[src/rtl/btb_update_queue.sv]
// rtl/btb_update_queue.sv - classifies resolved instructions into BTB update/invalidate requests and drains them through a FIFO
// Optional BTBQ_PAIR_DRAIN_EN: pops an UPD/FLS pair with distinct BTB indices in one cycle.
module btb_update_queue #(
  parameter int DEPTH    = 4,
  parameter int IDX_BITS = 8,
  parameter int DROP_W   = 16
) (
  input  logic                       clk,
  input  logic                       rst,
  input  logic                       res1_valid_i,
  input  logic [31:0]                res1_pc_i,
  input  logic                       res1_is_branch_i,
  input  logic                       res1_taken_i,
  input  logic [31:0]                res1_target_i,
  input  logic [2:0]                 res1_flags_i,
  input  logic                       res1_pred_hit_i,
  input  logic [31:0]                res1_pred_target_i,
  input  logic [2:0]                 res1_pred_flags_i,
  input  logic                       res2_valid_i,
  input  logic [31:0]                res2_pc_i,
  input  logic                       res2_is_branch_i,
  input  logic                       res2_taken_i,
  input  logic [31:0]                res2_target_i,
  input  logic [2:0]                 res2_flags_i,
  input  logic                       res2_pred_hit_i,
  input  logic [31:0]                res2_pred_target_i,
  input  logic [2:0]                 res2_pred_flags_i,
  input  logic                       queue_clr_i,
  output logic                       corr_valid_o,
  output logic [31:0]                corr_addr_o,
  output logic [31:0]                corr_branch_addr_o,
  output logic                       corr_uncondition_flag_o,
  output logic                       corr_link_flag_o,
  output logic                       corr_return_flag_o,
  output logic                       corr_fllush_valid_o,
  output logic [31:0]                corr_fllush_addr_o,
  output logic [$clog2(DEPTH+1)-1:0] q_count_o,
  output logic [DROP_W-1:0]          drop_cnt_o
);

  localparam int CW = $clog2(DEPTH+1);
  localparam int PW = $clog2(DEPTH);
`ifdef BTBQ_PAIR_DRAIN_EN
  localparam bit PAIR_EN = 1'b1;
`else
  localparam bit PAIR_EN = 1'b0;
`endif

  typedef struct packed {
    logic        upd;
    logic [31:0] pc;
    logic [31:0] target;
    logic [2:0]  flags;
  } entry_t;

  entry_t            mem [DEPTH];
  logic [PW-1:0]     rd_ptr, wr_ptr;
  logic [CW-1:0]     count;
  logic [DROP_W-1:0] drop_cnt;

  logic          upd1, fls1, upd2, fls2, gen1, gen2;
  entry_t        ent1, ent2, ent_a, ent_b, h0, h1, u_ent;
  logic [1:0]    n_gen, n_push, n_drop, n_pop;
  logic [CW:0]   free;
  logic [DROP_W:0] drop_sum;
  logic          pair_ok, show_upd, show_fls;
  logic [31:0]   fls_pc;

  // Returns with matching flags skip target-only mismatches: the RAS owns their target.
  always_comb begin
    upd1 = res1_valid_i & res1_is_branch_i & res1_taken_i &
           (~res1_pred_hit_i | (res1_pred_flags_i != res1_flags_i) |
            ((res1_pred_target_i != res1_target_i) & ~res1_flags_i[0]));
    fls1 = res1_valid_i & ~res1_is_branch_i & res1_pred_hit_i;
    upd2 = res2_valid_i & res2_is_branch_i & res2_taken_i &
           (~res2_pred_hit_i | (res2_pred_flags_i != res2_flags_i) |
            ((res2_pred_target_i != res2_target_i) & ~res2_flags_i[0]));
    fls2 = res2_valid_i & ~res2_is_branch_i & res2_pred_hit_i;
    gen1 = upd1 | fls1;
    gen2 = upd2 | fls2;

    ent1    = '0;
    ent1.pc = res1_pc_i;
    if (upd1) begin
      ent1.upd    = 1'b1;
      ent1.target = res1_target_i;
      ent1.flags  = res1_flags_i;
    end
    ent2    = '0;
    ent2.pc = res2_pc_i;
    if (upd2) begin
      ent2.upd    = 1'b1;
      ent2.target = res2_target_i;
      ent2.flags  = res2_flags_i;
    end

    ent_a = gen1 ? ent1 : ent2;
    ent_b = ent2;
    n_gen = {1'b0, gen1} + {1'b0, gen2};
  end

  always_comb begin
    h0      = mem[rd_ptr];
    h1      = mem[rd_ptr + PW'(1)];
    pair_ok = PAIR_EN && (count >= CW'(2)) && (h0.upd != h1.upd) &&
              (h0.pc[IDX_BITS+1:2] != h1.pc[IDX_BITS+1:2]);
    n_pop   = (count == '0) ? 2'd0 : (pair_ok ? 2'd2 : 2'd1);
    free    = (CW+1)'(DEPTH) - {1'b0, count} + {{(CW-1){1'b0}}, n_pop};
    n_push  = (free >= {{(CW-1){1'b0}}, n_gen}) ? n_gen : free[1:0];
    n_drop  = n_gen - n_push;
    drop_sum = {1'b0, drop_cnt} + (DROP_W+1)'(n_drop);

    // Without a pair, u_ent and the flush source both collapse onto the head.
    u_ent    = (pair_ok && !h0.upd) ? h1 : h0;
    fls_pc   = (pair_ok && h0.upd) ? h1.pc : h0.pc;
    show_upd = (count != '0) && u_ent.upd;
    show_fls = (count != '0) && (pair_ok || !h0.upd);
  end

  always_ff @(posedge clk or negedge rst) begin
    if (!rst) begin
      rd_ptr   <= '0;
      wr_ptr   <= '0;
      count    <= '0;
      drop_cnt <= '0;
    end else if (queue_clr_i) begin
      rd_ptr <= '0;
      wr_ptr <= '0;
      count  <= '0;
    end else begin
      rd_ptr   <= rd_ptr + PW'(n_pop);
      wr_ptr   <= wr_ptr + PW'(n_push);
      count    <= count - CW'(n_pop) + CW'(n_push);
      drop_cnt <= drop_sum[DROP_W] ? '1 : drop_sum[DROP_W-1:0];
    end
  end

  // Storage needs no reset: contents are only visible while count covers them.
  always_ff @(posedge clk) begin
    if (!queue_clr_i && n_push != 2'd0) mem[wr_ptr] <= ent_a;
    if (!queue_clr_i && n_push == 2'd2) mem[wr_ptr + PW'(1)] <= ent_b;
  end

  always_comb begin
    corr_valid_o            = show_upd;
    corr_addr_o             = show_upd ? u_ent.pc : 32'h0;
    corr_branch_addr_o      = show_upd ? u_ent.target : 32'h0;
    corr_uncondition_flag_o = show_upd & u_ent.flags[2];
    corr_link_flag_o        = show_upd & u_ent.flags[1];
    corr_return_flag_o      = show_upd & u_ent.flags[0];
    corr_fllush_valid_o     = show_fls;
    corr_fllush_addr_o      = show_fls ? fls_pc : 32'h0;
    q_count_o               = count;
    drop_cnt_o              = drop_cnt;
  end

endmodule

[config.mk]
export PLATFORM = sky130hd
export DESIGN_NAME = btb_update_queue
export DESIGN_NICKNAME = d
export VERILOG_FILES = /design/src/rtl/btb_update_queue.sv
export SDC_FILE = /design/constraint.sdc
export NUM_CORES = 1
export LEC_CHECK = 0
export ABC_AREA = 1
export BUFFER_PORTS_ARGS = -buffer_cell sky130_fd_sc_hd__buf_2
export CORE_MARGIN = 4
export CORE_UTILIZATION = 51
export DETAILED_ROUTE_END_ITERATION = 10
export PLACE_DENSITY = 0.77
export SLEW_MARGIN = 20
export SYNTH_ARGS = -nofsm -noshare
export SYNTH_HDL_FRONTEND = slang
export SYNTH_SLANG_ARGS = --single-unit
[constraint.sdc]
create_clock -name clk -period 7 [get_ports clk]
set_input_delay 0.35 -clock clk [delete_from_list [all_inputs] [get_ports clk]]
set_output_delay 0.35 -clock clk [all_outputs]
set_load 0.02 [all_outputs]
Word level (Yosys, flattened, before mapping)
Memories as Yosys holds them, arrays and structs flattened.
Index checks and enable logic that the tools add are counted.
{"block": "op_classes", "add_sub_neg": 10, "order_cmp": 1, "mux": 18, "eq_ne": 5, "bitwise_logic": 27, "n_reduce_logical": 9}
{"cell": "32-bit 2-to-1 mux", "count": 3}
{"cell": "35-bit 2-to-1 mux", "count": 2}
{"cell": "68-bit 2-to-1 mux", "count": 1}
{"cell": "32-bit inequality test", "count": 2}
{"cell": "16-bit by 2-bit adder with 17-bit output", "count": 1}
{"cell": "16-bit 2-to-1 mux", "count": 1}
{"cell": "1-bit bitwise AND", "count": 15}
{"cell": "1-bit 2-to-1 mux", "count": 7}
{"cell": "2-bit 2-to-1 mux", "count": 3}
{"cell": "3-bit inequality test", "count": 2}
{"cell": "1-bit NOT", "count": 6}
{"cell": "1-bit bitwise OR", "count": 6}
{"cell": "4-bit by 1-bit adder with 4-bit output", "count": 1}
{"cell": "4-bit by 2-bit greater-or-equal comparator with 1-bit output", "count": 1}
{"cell": "1-bit logical AND", "count": 4}
{"cell": "3-bit by 3-bit subtractor with 4-bit output, first input constant", "count": 1}
{"cell": "3-bit by 2-bit adder with 3-bit output", "count": 1}
{"cell": "3-bit zero test", "count": 1}
{"cell": "3-bit 2-to-1 mux", "count": 1}
{"cell": "3-bit nonzero test", "count": 1}
{"cell": "3-bit by 1-bit subtractor with 3-bit output", "count": 1}
{"cell": "1-bit by 1-bit adder with 2-bit output", "count": 1}
{"cell": "2-bit by 1-bit adder with 2-bit output", "count": 1}
{"cell": "2-bit by 1-bit adder with 2-bit output, second input constant", "count": 1}
{"cell": "5 further kinds", "count": 6}
{"block": "totals", "inputBits": 215, "ramBits": 272, "register_bits": 23, "mem_count": 1}
{"memory": "mem", "words": 4, "width": 68, "read_ports": 1, "rd_clocked_by_memory_dff": 0, "write_ports": 2, "line_no": "56", "text": "entry_t mem [DEPTH];"}

Depth between registers and ports, before layout
{"block": "depth", "ltp_word": 12, "ltp_mapped": 34}

Least setup slack after synthesis
No wires, ideal clock.
{"block": "synth_path", "kind": "input-to-reg", "startpoint": "input port res1_pred_target_i[2]", "endpoint": "memory mem[0][0] in the netlist's numbering (enable)", "stages": 19, "path_slack_ns": -1.070, "t_required_ns": 6.412, "path_buffers": 1, "arrival_ns": 7.482, "path_cell_list": "xnor2_1 nand2_1 nor2_1 nand2_1 nor2_1 nand2_1 nand2_1 nand2_1 nand2_2 nand2_2 buf_2 ha_1 ha_1 o21ai_0 nand3b_2 o21a_2 inv_1 o21ai_0 o21ai_0"}
{"element": "start, declared", "line_no": "17", "text": "input logic [31:0] res1_pred_target_i,"}
{"element": "end, declared", "line_no": "56"}

Worst setup path after layout
{"block": "layout_path", "startpoint": "input port res2_target_i[15]", "endpoint": "register drop_cnt[14] (netlist: drop_cnt_o[14])"}
{"block": "layout_via", "elab_chain_len": 11}
{"element": "start, declared", "line_no": "23", "text": "input logic [31:0] res2_target_i,"}
{"element": "32-bit inequality test (*)", "line_no": "77", "text": "((res2_pred_target_i != res2_target_i) & ~res2_flags_i[0]));"}
{"element": "1-bit bitwise AND (*)", "line_no": "77"}
{"element": "1-bit bitwise OR (*)", "line_no": "76", "text": "(~res2_pred_hit_i | (res2_pred_flags_i != res2_flags_i) |"}
{"element": "1-bit bitwise AND (*)", "line_no": "75", "text": "upd2 = res2_valid_i & res2_is_branch_i & res2_taken_i &"}
{"element": "1-bit bitwise OR (*)", "line_no": "80", "text": "gen2 = upd2 | fls2;"}
{"element": "1-bit by 1-bit adder with 2-bit output (*)", "line_no": "99", "text": "n_gen = {1'b0, gen1} + {1'b0, gen2};"}
{"element": "4-bit by 2-bit greater-or-equal comparator with 1-bit output", "line_no": "109", "text": "n_push = (free >= {{(CW-1){1'b0}}, n_gen}) ? n_gen : free[1:0];"}
{"element": "2-bit 2-to-1 mux", "line_no": "109"}
{"element": "2-bit subtractor (*)", "line_no": "110", "text": "n_drop = n_gen - n_push;"}
{"element": "16-bit by 2-bit adder with 17-bit output (*)", "line_no": "111", "text": "drop_sum = {1'b0, drop_cnt} + (DROP_W+1)'(n_drop);"}
{"element": "16-bit 2-to-1 mux (*)", "line_no": "134", "text": "drop_cnt <= drop_sum[DROP_W] ? '1 : drop_sum[DROP_W-1:0];"}
{"element": "end signal, assigned", "line_no": "134"}
{"element": "end, declared", "line_no": "59", "text": "logic [DROP_W-1:0] drop_cnt;"}
Mark *: on every way between the ends. The rest lies on a longest branch, timed or not.
A chain may end at the register's enable or synchronous reset.

==> out/results.txt <==
Sequential share of power = 34.0%
Die width = 196 um
Unrepaired setup endpoints after global routing = no
CP bufs+invs = 3
Vias per cell = 5.57
CTS root buf = clkbuf_16
CP most frequent cell = nand2_1
Starting density of the core = 52.0%
Max-cap viol count = 0
Vias in the first global route = 16469
DR WL/cell = 17.9 um
Most common cell after layout, fill and taps aside = nand2_1
Sequential area share after synthesis = 48.4%
Initial antenna violation count = 0
H-tree levels = 1
Cells after Synth = 2257
PwrDens = 337 nW/um2
Drt pass-1 iters = 8
Mapped Area = 18100 um2
Critical path startpoint category = primary input
Min-Delay Path Class = primary input to flip-flop
Max-slew headroom = 31.2%
Design Power = 6.96 mW
Fin nets = 2746
Switching power = 2.86 mW
ANT nets after route = 0
Switching share of total power = 41.1%
Largest net degree at the start of global routing = 86
Unique masters post-synth = 34
Worst vdd ir = 441 uV
GRT overflow = 0
Clk_lat worst skew = 0.55 ns
Clk_skew = 0.00875 ns
Comb pwr share = 42.6%
Final setup margin = 2.36 ns
Critical path arrival = 5.10 ns
Longest Clk Path Bufs = 3
DRC = 0
Run status = finished clean
EDFF count, synth = 272
IO buf count = 334
Ys async rst share = 7.80%
Fin. max-slew vios = 0
CTS tree = done
Core Area = 34700 um2
Global-route wire length before repair = 84.1 mm
Crit-path max FO = 12
Most frequent cells in the layout = nand2_1, buf_2, edfxtp_1, nor2_1, nand3_1
Delay of the slowest critical-path stage = 0.36 ns
HPWL after DPL = 33.4 mm
Clock power frac = 23.4%
Share of post-route cells with drive strength above 1 = 18.3%
F_max = 215 MHz
Gpl congestion = 0.881
DR iter-0 viols = 1556
Worst setup path start = res2_target_i[15]
Smallest hold slack = 0.155 ns
Crit. End Element = flip-flop
DIE AREA = 38500 um2
Synth Warn # = 0
Dpl ws = 1.83 ns
Internal power = 4.10 mW
CP required = 7.45 ns
Row cnt = 68
WS Path Type = primary input to flip-flop
Slowest-stage cell, CP = ha_1
Syn Area/Cell = 8.00 um2
Vias = 16691
Cts bufs inserted = 31
Yosys reg bits = 295
Leak = 9.86 nW
Critical path's top delay family = simple AND/OR/NAND/NOR gates
Utilization after layout = 59.6%
Final hold vios = 0
Synth Net Count = 2487
Post-cts resize count = 0
Routed wire length = 53.6 mm
Final Cycle Share = 66.4%
# diodes = 0
Main flop type after synthesis = edfxtp_1
HP Start = queue_clr_i
I/O Pins = 335
Final setup fails = 0
Clk sink count = 295
Setup bufs post-CTS = 0
Minimum clock period after layout = 4.64 ns
Area growth syn-to-layout = 14.5%
Die Y = 196 um
Least-Margin Pin Slew = 1.03 ns
FF-to-FF Start = q_count_o[0]$_DFF_PN0_
Clock slew at reported path FFs = 0.06 ns
Gr usage total = 26.9%
## layer usage
metal | vias to the layer above | track usage, % | share of wire [%]
met5 | - | 0 | 0
met3 | 114 | 3.86 | 9.9
li1 | 7983 | - | -
met4 | 0 | 8.87 | 2.7
met2 | 912 | 47.7 | 49
met1 | 7682 | 33.9 | 38
## final cells by class
type	instances	area (um2)
Clock buffer	45	880
Clock inverter	12	131
Fill cell	3015	14000
Inverter	185	698
Multi-Input combinational cell	1643	7780
Sequential cell	295	8750
Tap cell	455	569
Timing Repair Buffer	360	1870
## logic make-up after synthesis
| family | share of synthesized area [%] |
|---|---|
| and+or+nand+nor | 27.0 |
| AOI/OAI and AO/OA | 11.7 |
| buffers and inverters | 8.79 |
| DFF | 48.4 |
| xor gates and xnor gates | 2.96 |
| adders and majority gates | 1.12 |
## synthesized netlist by cell type (3+ instances only)
cell / number / share of area (%)
o21ai_1: 125 / 3.5
buf_1: 19 / 0.40
inv_2: 6 / 0.12
clkbuf_2: 4 / 0.11
buf_2: 19 / 0.53
ha_1: 13 / 0.90
nor3_1: 5 / 0.14
nand2_1: 735 / 15
dfrtp_1: 23 / 3.2
nand3_1: 207 / 5.7
a21oi_1: 73 / 2.0
xor2_1: 14 / 0.68
o21ai_0: 90 / 2.5
nor2_1: 246 / 5.1
inv_1: 177 / 3.7
nand2_4: 4 / 0.25
a32o_1: 33 / 1.8
nand2_2: 3 / 0.10
clkbuf_1: 38 / 0.79
edfxtp_1: 272 / 45
buf_6: 42 / 2.6
o21ai_2: 37 / 1.8
xnor2_1: 47 / 2.3
buf_4: 12 / 0.50
## timing repair
| item | in CTS | in global routing |
|---|---|---|
| hold buffers | 1 | 0 |
| hold endpoints to repair | 23 | 0 |
| endpoints found under the setup margin | 0 | 0 |
## power by group through the flow
stage / Sequential, mW / Combinational [mW] / Clock [mW]
final: 2.37 / 2.96 / 1.63
after global routing: 2.39 / 3.25 / 1.72
after CTS: 2.37 / 2.97 / 1.64
after detailed placement: 2.40 / 2.96 / 0
after global placement: 2.39 / 2.90 / 0
after floorplan: 2.43 / 1.97 / 0
## state kept, by name, indices dropped and copies added, names as in the netlist
register / count
drop_cnt_o: 16
mem: 272
q_count_o: 3
rd_ptr: 2
wr_ptr: 2
## metrics by stage
stage	instance area (um2)	TNS [ns]	std cells
floorplan	18100	-291.12	2257
global placement	19700	0	2937
detailed placement	19700	0	2937
CTS	20700	0	2995
global route	20700	0	2995
finish	20700	0	2995
## worst register-to-register path, delay by kind of cell, from the launching register on
family | cells | cell delay [ns]
adders and majority gates | 4 | 1.05
buffers and inverters | 3 | 0.33
DFF | 1 | 0.42
and+or+nand+nor | 9 | 1.60
xor gates and xnor gates | 2 | 0.45
AOI/OAI and AO/OA | 4 | 0.47
## final timing paths
kind | to | slack (ns) | depth (start not counted)
setup / recovery | drop_cnt_o[14]$_DFFE_PN0N_ | 2.36 | 30
hold / removal | q_count_o[0]$_DFF_PN0_ | 0.15 | 2
setup reg to reg | drop_cnt_o[14]$_DFFE_PN0N_ | 2.57 | 22
hold reg to reg | drop_cnt_o[14]$_DFFE_PN0N_ | 0.54 | 1
max in group asynchronous | rd_ptr[0]$_DFF_PN0_ | 6.28 | 2
min in group asynchronous | drop_cnt_o[3]$_DFFE_PN0N_ | 0.33 | 2
Note: power is estimated with default switching activity, not from simulation.
